`config.mk`:
```
export PLATFORM = sky130hd
export DESIGN_NAME = fmdll_sel_ctrl
export DESIGN_NICKNAME = d
export VERILOG_FILES = /design/src/rtl/fmdll_pkg.sv /design/src/rtl/fmdll_nm_cnt.sv /design/src/rtl/fmdll_sel_ctrl.sv
export SDC_FILE = /design/constraint.sdc
export NUM_CORES = 1
export LEC_CHECK = 0
export CORE_MARGIN = 5
export CORE_UTILIZATION = 45
export CTS_CLUSTER_DIAMETER = 30
export DETAILED_ROUTE_END_ITERATION = 6
export PLACE_DENSITY = 0.84
export SLEW_MARGIN = 0
export SYNTH_ARGS = -nofsm -noshare
export SYNTH_HDL_FRONTEND = slang
export SYNTH_SLANG_ARGS = --single-unit
```
`constraint.sdc`:
```
create_clock -name clk -period 7.3 [get_ports clk]
set_input_delay 0.73 -clock clk [delete_from_list [all_inputs] [get_ports clk]]
set_output_delay 0.73 -clock clk [all_outputs]
set_load 0.01 [all_outputs]
```
`src/rtl/fmdll_pkg.sv`:
```
// fmdll_pkg -- shared definitions for the FMDLL delay-line select controller.
//   SEL_INJ / SEL_LOOP / SEL_LAST : delay-line input mux select codes
//   state_t                       : controller state encoding
//   sel_code()                    : state -> mux select mapping
package fmdll_pkg;

  localparam logic [1:0] SEL_INJ  = 2'b00;  // inject reference edge
  localparam logic [1:0] SEL_LOOP = 2'b10;  // recirculate
  localparam logic [1:0] SEL_LAST = 2'b01;  // hold for final edge

  typedef enum logic [1:0] {
    ST_IDLE,
    ST_INJECT,
    ST_LOOP,
    ST_LAST
  } state_t;

  function automatic logic [1:0] sel_code(input state_t st);
    logic [1:0] code;
    code = SEL_INJ;
    case (st)
      ST_IDLE:   code = SEL_INJ;
      ST_INJECT: code = SEL_INJ;
      ST_LOOP:   code = SEL_LOOP;
      ST_LAST:   code = SEL_LAST;
      default:   code = SEL_INJ;
    endcase
    return code;
  endfunction

endpackage

```
`src/rtl/fmdll_nm_cnt.sv`:
```
// fmdll_nm_cnt -- nested wrap-around edge/period counter with shadowed limits.
// Ports:
//   clk, rst_n      : clock, synchronous active-low reset
//   clr             : force both counters to 0
//   load            : start a frame: counters to 1/1, capture n_cfg/m_cfg
//   inc             : advance n_cnt, wrapping to 1 and bumping m_cnt at N
//   n_cfg, m_cfg    : requested edges per period / periods per frame (0 means 1)
//   n_cnt, m_cnt    : current 1-based edge / period index (0 when idle)
//   at_end          : n_cnt==N and m_cnt==M against the shadowed limits
// Priority: clr > load > inc > hold.
module fmdll_nm_cnt
  import fmdll_pkg::*;
#(
  parameter int unsigned N_W = 4,
  parameter int unsigned M_W = 2
) (
  input  logic           clk,
  input  logic           rst_n,
  input  logic           clr,
  input  logic           load,
  input  logic           inc,
  input  logic [N_W-1:0] n_cfg,
  input  logic [M_W-1:0] m_cfg,
  output logic [N_W-1:0] n_cnt,
  output logic [M_W-1:0] m_cnt,
  output logic           at_end
);

  logic [N_W-1:0] n_lim;
  logic [M_W-1:0] m_lim;

  // Limits are captured only on load so mid-frame config changes wait for
  // the next frame; a zero configuration is promoted to 1.
  always_ff @(posedge clk) begin
    if (!rst_n) begin
      n_lim <= N_W'(1);
      m_lim <= M_W'(1);
    end else if (load) begin
      n_lim <= (n_cfg == '0) ? N_W'(1) : n_cfg;
      m_lim <= (m_cfg == '0) ? M_W'(1) : m_cfg;
    end
  end

  always_ff @(posedge clk) begin
    if (!rst_n || clr) begin
      n_cnt <= '0;
      m_cnt <= '0;
    end else if (load) begin
      n_cnt <= N_W'(1);
      m_cnt <= M_W'(1);
    end else if (inc) begin
      if (n_cnt == n_lim) begin
        n_cnt <= N_W'(1);
        m_cnt <= m_cnt + M_W'(1);
      end else begin
        n_cnt <= n_cnt + N_W'(1);
      end
    end
  end

  assign at_end = (n_cnt == n_lim) && (m_cnt == m_lim);

endmodule

```
`src/rtl/fmdll_sel_ctrl.sv`:
```
// fmdll_sel_ctrl -- delay-line input select controller for a frequency
// multiplying DLL. Injects a reference edge, recirculates it N*M-1 times and
// then holds the line until the next reference edge.
// Ports:
//   clk         : multiplied output clock, rising edge
//   rst_n       : synchronous active-low reset
//   en          : controller enable (low forces IDLE)
//   ext_edge    : one-cycle reference edge pulse, already in clk domain
//   n_cfg       : edges per period (0 treated as 1)
//   m_cfg       : periods per frame (0 treated as 1)
//   sel         : registered mux select (00 inject, 10 loop, 01 last)
//   n_cnt       : 1-based edge index within the period
//   m_cnt       : 1-based period index within the frame
//   frame_done  : one-cycle pulse in the first LAST cycle
//   sync_err    : sticky early/late reference error
// Optional feature: define SEL_SYNC_DET_EN to add sync_err and its detector.
module fmdll_sel_ctrl
  import fmdll_pkg::*;
#(
  parameter int unsigned N_W = 4,
  parameter int unsigned M_W = 2
) (
  input  logic           clk,
  input  logic           rst_n,
  input  logic           en,
  input  logic           ext_edge,
  input  logic [N_W-1:0] n_cfg,
  input  logic [M_W-1:0] m_cfg,
  output logic [1:0]     sel,
  output logic [N_W-1:0] n_cnt,
  output logic [M_W-1:0] m_cnt,
  output logic           frame_done
`ifdef SEL_SYNC_DET_EN
  ,
  output logic           sync_err
`endif
);

  state_t state;
  state_t state_next;
  logic   at_end;
  logic   cnt_clr;
  logic   cnt_load;
  logic   cnt_inc;

  always_ff @(posedge clk) begin
    if (!rst_n) begin
      state <= ST_IDLE;
    end else begin
      state <= state_next;
    end
  end

  always_comb begin
    state_next = state;
    if (!en) begin
      state_next = ST_IDLE;
    end else begin
      case (state)
        ST_IDLE:   if (ext_edge) state_next = ST_INJECT;
        // A single-edge frame (N=1, M=1) skips LOOP entirely.
        ST_INJECT: state_next = at_end ? ST_LAST : ST_LOOP;
        // An early reference edge resynchronises the frame.
        ST_LOOP: begin
          if (ext_edge)    state_next = ST_INJECT;
          else if (at_end) state_next = ST_LAST;
        end
        ST_LAST:   if (ext_edge) state_next = ST_INJECT;
        default:   state_next = ST_IDLE;
      endcase
    end
  end

  // Counter controls follow the next state so counts line up with sel.
  assign cnt_clr  = (state_next == ST_IDLE);
  assign cnt_load = (state_next == ST_INJECT);
  assign cnt_inc  = (state_next == ST_LOOP);

  fmdll_nm_cnt #(
    .N_W (N_W),
    .M_W (M_W)
  ) u_nm_cnt (
    .clk    (clk),
    .rst_n  (rst_n),
    .clr    (cnt_clr),
    .load   (cnt_load),
    .inc    (cnt_inc),
    .n_cfg  (n_cfg),
    .m_cfg  (m_cfg),
    .n_cnt  (n_cnt),
    .m_cnt  (m_cnt),
    .at_end (at_end)
  );

  // sel is registered from the next state, so it always matches the state
  // register and changes one cycle after the triggering condition.
  always_ff @(posedge clk) begin
    if (!rst_n) begin
      sel        <= SEL_INJ;
      frame_done <= 1'b0;
    end else begin
      sel        <= sel_code(state_next);
      frame_done <= (state != ST_LAST) && (state_next == ST_LAST);
    end
  end

`ifdef SEL_SYNC_DET_EN
  // Number of LAST cycles already completed (0 in the first LAST cycle).
  logic [1:0] last_dwell;

  always_ff @(posedge clk) begin
    if (!rst_n || !en) begin
      sync_err   <= 1'b0;
      last_dwell <= '0;
    end else begin
      if (state == ST_LOOP && ext_edge) begin
        sync_err <= 1'b1;
      end
      // Staying in LAST for a third cycle means the reference is late.
      if (state == ST_LAST && state_next == ST_LAST && last_dwell != '0) begin
        sync_err <= 1'b1;
      end
      if (state == ST_LAST && state_next == ST_LAST) begin
        if (last_dwell != 2'd3) last_dwell <= last_dwell + 2'd1;
      end else begin
        last_dwell <= '0;
      end
    end
  end
`endif

endmodule

```
# Word-level counts from Yosys, hierarchy flattened

Cells that the tools add are included.

Register bits: 17
Bits of input ports: 10
Output and inout bits: 9
Word-level logic and storage cells: 50

Add/sub/neg operators: 2
Eq/ne operators: 9
Mux-type cells: 15
Reduce and logical (&&, ||, !) cells: 15

Operator list:

| kind                | count |
|---|---|
| $pmux 2 s3          | 2 |
| $mux 2              | 5 |
| $eq 2x2->1 const B  | 4 |
| $mux 4              | 2 |
| $logic_not 2->1     | 3 |
| $mux 1              | 6 |
| $reduce_or 2->1     | 3 |
| $add 4x1->4 const B | 1 |
| $eq 2x1->1 const B  | 2 |
| $eq 4x4->1          | 1 |
| $logic_not 4->1     | 1 |
| $reduce_and 2->1    | 2 |
| $reduce_bool 2->1   | 2 |
| $add 2x1->2 const B | 1 |
| $eq 2x2->1          | 1 |
| $logic_and 1x1->1   | 2 |
| $ne 2x2->1 const B  | 1 |
| $logic_not 1->1     | 1 |
| $logic_or 1x1->1    | 1 |

# Longest topological paths before layout

Depth in word-level cells: 9
Depth in mapped cells: 10
Gate-level depth less buffers: 10

# Cells and area by module

A second synthesis with hierarchy kept.

Cells, all modules: 94
Area total of the unflattened synthesis: 857.1 um^2

Modules (own cells, without submodules):

| module         | times used | cells an instance | area an instance (um^2) | seq. area each (um^2) |
|---|---|---|---|---|
| fmdll_nm_cnt   | 1          | 63                | 579.3                   | 240.2 |
| fmdll_sel_ctrl | 1          | 31                | 277.8                   | 100.1 |

# Worst setup path after synthesis

OpenSTA, ideal clock, no wires.

Kind: register -> register
Start point: register u_nm_cnt.n_cnt[0]
End point: register u_nm_cnt.n_lim[0]
Library setup time: 132 ps
Arrival time: 2468 ps
Data required time: 7168 ps
Path slack: 4700 ps
Stages on the path, launching flop included: 10
Path buffers: 2
Period minus slack after synthesis: 2600 ps
Cell sequence: dfxtp_1 > xor2_1 > or4_1 > buf_2 > o32a_4 > nor2b_2 > ha_1 > clkbuf_1 > nor3b_1 > o21ai_0

Longest elaborated chain between the ends: 7
Elaborated cells on any way between the ends: 8
Those cells by class: 2 x eq/ne; 5 x mux; 1 x reduce/logical

RTL lines:

| item                   | RTL line             | text |
|---|---|---|
| start, declared        | fmdll_nm_cnt.sv:24   | `output logic [N_W-1:0] n_cnt,` |
| start signal, assigned | fmdll_nm_cnt.sv:56   | `n_cnt <= n_cnt + N_W'(1);` |
| $eq 4x4->1 (*)         | fmdll_nm_cnt.sv:61   | `assign at_end = (n_cnt == n_lim) && (m_cnt == m_lim);` |
| $logic_and 1x1->1 (*)  | fmdll_nm_cnt.sv:61   |  |
| $mux 2                 | fmdll_sel_ctrl.sv:66 | `else if (at_end) state_next = ST_LAST;` |
| $mux 2                 | fmdll_sel_ctrl.sv:65 | `if (ext_edge) state_next = ST_INJECT;` |
| $pmux 2 s3 (*)         | fmdll_sel_ctrl.sv:59 | `case (state)` |
| $mux 2 (*)             | fmdll_sel_ctrl.sv:56 | `if (!en) begin` |
| net state_next[0]      | fmdll_sel_ctrl.sv:40 | `state_t state_next;` |
| $eq 2x1->1 (*)         | fmdll_sel_ctrl.sv:76 | `assign cnt_load = (state_next == ST_INJECT);` |
| end signal, assigned   | fmdll_nm_cnt.sv:39   | `n_lim <= (n_cfg == '0) ? N_W'(1) : n_cfg;` |
| end, declared          | fmdll_nm_cnt.sv:29   | `logic [N_W-1:0] n_lim;` |

Mark *: on every way through the listed nets, which the timed path passes. The rest lies on a longest branch.
A chain may end at the register's enable or synchronous reset.

# Worst setup path in the final report

Same ends and word-level chain as after synthesis.

==> results.md <==
* Compound-Gate Fraction of Synth Area at 12.4%
* Most frequent cells in the layout: clkdlybuf4s50_1 (18), dfxtp_1 (17), ha_1 (11)
* Post-route fraction of the period consumed by the critical path at around 37%
* Worst reg-to-reg path cell count at 7
* Skew final at roughly 0.0038 ns
* Library cells used by synthesis at 35
* Total of fill cells in the finished design at a little under 200
* Type of element capturing the critical path: flop
* Width of the chip at 55.2 um
* Critical path endpoint: u_nm_cnt.n_lim[0]
* CTS H-tree lvls at 1
* Global-route wire length before repair at 3.24 mm
* Total Die Area at 0.00305 sq mm
* Max_slew headroom at 49.6%
* Root Buffer: clkbuf_4
* Total number of nets in the final design at around 140
* Residual antenna-violating net count after detailed routing at 0
* Synth Area per Inst at around 9.8 sq um
* Num CTS Buffers at 3
* Final hold violation count at 0
* Startpoint of the tightest hold check path: u_nm_cnt.m_lim[0]
* Post-cts resize count at 0
* Via/cell ratio at 5.24
* Average routed wire per standard cell at 13.3 um
* Unrepaired setup endpoints after global routing: false
* FF-to-FF End: u_nm_cnt.n_lim[0]
* Area inside the core boundary at 0.00196 sq mm
* Initial drt markers at 13
* Seq/Total Area, Yosys at 37.0%
* Worst setup path class: flop to flop
* Biggest cell delay along the critical path at between 0.6 and 0.7 ns
* Achievable Freq at 369 MHz
* Fraction of the mapped netlist area in simple logic gates at between 20 and 25%
* Antenna diode count at 0
* Max-cap viol count at 0
* Post-route total power at 0.000178 W
* Iteration count of the initial detailed-routing pass at 4
* Worst hold slack after final layout at around 0.5 ns
* Flip-flop and latch count after synthesis at 17
* Final critical-path required period at 2.71 ns
* Number of setup violations in the final report at 0
* Total area of multi-input combinational cells at 556 sq um
* Most common library cell in the layout ignoring fill and taps: clkdlybuf4s50_1
* Overall track demand over capacity in global routing at 13.1%
* Adder and majority gate portion of the synthesized area at between 10% and 20%
* PortBufs at 18
* Worst min-delay path class: flop to flop
* Pre-CTS setup slack at 4.62 ns
* Source-to-sink clock delay at the later pin of the worst-skew pair at 0.29 ns
* Req. time, crit path at 7.47 ns
* Flop2flop setup slack at ~4.6 ns
* Crit path arrival time at 2.88 ns
* Chip Height at 55.2 um
* Number of warnings reported in the yosys synthesis log at 0
* Area added between synthesis and finish at 24.9%
* Syn nets at 115
* Cell count after synthesis at 94
* Cell type of the slowest stage on the worst timing path: or4_1
* Xor and xnor fraction of the mapped netlist area at 6.67%
* Number of cells in the design after placement at 136
* Initial standard-cell utilization of the core at 46.9%
* Result of the run: complete, no violations
* Post-synthesis mux area share at 4.35%
* Critical path fanouts, max at 9
* Total clock sinks at 17
* Routability congestion estimate from global placement at 0.777
* Via count of the first global-routing pass at roughly 740
* Static leakage at roughly 0.47 nW
* Worst-margin pin slew at 0.749 ns
* Routed wire length at 1.86 mm
* Largest voltage drop on the vdd net at 85.9 uV
* Total standard cell area after synthesis at 920 sq um
* Count of pins over their slew limit at 0
* CP startpoint kind: flop
* Sequence of cells on the critical path: xor2_1, or4_1, o32a_4, nor2b_2, ha_1, nor3b_1, o21ai_0
* Critical Path Start: u_nm_cnt.n_cnt[0]
* Cts hold-fix bufs at 0
* Post-CTS setup buffer count at 0
* Global route total overflow at 0
* Initial antenna violation count at 0
* Buffers from clock root to sink, at most at 2
* Residual DRC count at 0
* Register clock-pin slew on the reported worst setup and hold paths at 0.10 ns
* Count of placed standard cells in the final layout, fillers left out at 140
* TritonCTS clock tree: done
* Source of the worst register-to-register timing path: u_nm_cnt.n_cnt[0]
* Setup TNS at 0 ns
* Count of vias placed by the detailed router at 734
* Final critical-path setup slack at ~4.6 ns
* Largest net degree at the start of global routing at 13
* Total half-perimeter wirelength after legalization and detailed placement at 1.43 mm
* Ratio of total power to cell area at 155 mW/mm^2
* Num ports at 19
* Combinational family with the most area after synthesis: simple AND/OR/NAND/NOR gates
* Ratio of cells with drive above 1 in the final layout at 6.19%
* Placement Rows at 16
* Register cell area after layout at about 340 sq um
-- per-layer routing --
metal	part of all wire [%]	track usage [%]	up-vias
li1	-	-	368
met1	46	15.5	345
met2	48	22.0	17
met3	3.8	3.03	4
met4	2.1	6.25	0
met5	0	0	-
-- critical path: cells and delay by family (launching register included) --
kind                       cells  cell delay (ns)
xor gates and xnor gates       1             0.13
and+or+nand+nor                3             1.06
AOI/OAI and AO/OA              2             0.53
adders and majority gates      1             0.42
DFF                            1             0.45
-- per-stage QoR --
stage	area [sq um]	utilization [%]
detailed placement	1120	57.1
global route	1150	58.5
floorplan	920	-
CTS	1150	58.5
finish	1150	58.5
global placement	1120	57.1
-- registers in the layout, indices dropped and copies added (netlist names) --
signal,flops
u_nm_cnt.n_lim,4
state,2
u_nm_cnt.n_cnt,4
u_nm_cnt.m_cnt,2
u_nm_cnt.m_lim,2
frame_done,1
sel,2
-- worst min-delay path by stage --
stage	to	slack, ns	cells after the start
floorplan	u_nm_cnt.m_lim[0]	0.47	2
global placement	u_nm_cnt.m_lim[0]	0.49	2
detailed placement	u_nm_cnt.m_lim[0]	0.48	2
CTS	u_nm_cnt.m_lim[0]	0.51	2
global route	u_nm_cnt.m_lim[0]	0.58	2
finish	u_nm_cnt.m_lim[0]	0.51	2
-- layout make-up --
class	instances	share of cell area, %
sequential	17	29.6
inverter	3	0.980
clock buffer	3	1.96
tap	27	2.94
timing repair buffer	18	15.7
clock inverter	1	0.436
multi-input combinational	71	48.4
-- report_power, final --
part	switching [W]	internal [W]	leakage [nW]
Clock	0.0000301	0.0000203	0.0177
Sequential	0.00000253	0.0000956	0.138
Combinational	0.0000145	0.0000154	0.319
Total	0.0000471	0.000131	0.475
-- kinds of logic after synthesis --
kind of cell | after synthesis
fa+ha+maj | 11
compound gates | 16
buf+inv | 6
simple gates | 33
flops | 17
mux | 4
xor+xnor | 7
-- cell usage after synthesis --
library cell / n / area (sq um)
nor3b_1: 1 / 7.51
nor2_1: 4 / 15.0
o22ai_1: 1 / 6.26
nand2_1: 5 / 18.8
o21a_1: 1 / 7.51
nor2b_1: 5 / 31.3
dfxtp_1: 17 / 340
nand4b_1: 1 / 8.76
or4_1: 1 / 7.51
o211a_1: 1 / 10.0
mux2i_1: 4 / 40.0
nor2b_2: 1 / 8.76
nand2b_1: 2 / 12.5
clkbuf_1: 2 / 7.51
nand2b_4: 1 / 13.8
nand3_1: 1 / 5.00
nand4_1: 1 / 6.26
ha_1: 11 / 138
nor3_1: 1 / 5.00
nor4_1: 1 / 6.26
o32a_4: 1 / 22.5
and2_1: 3 / 18.8
buf_2: 1 / 5.00
and3b_1: 1 / 8.76
or2b_1: 1 / 7.51
a31oi_1: 2 / 12.5
o21ai_0: 6 / 30.0
xnor2_1: 1 / 8.76
o211ai_1: 1 / 7.51
a21oi_1: 2 / 10.0
xor2_1: 6 / 52.6
or3_1: 1 / 6.26
inv_1: 3 / 11.3
nand3b_1: 2 / 15.0
a211oi_1: 1 / 7.51
Note: power is estimated with default switching activity, not from simulation.
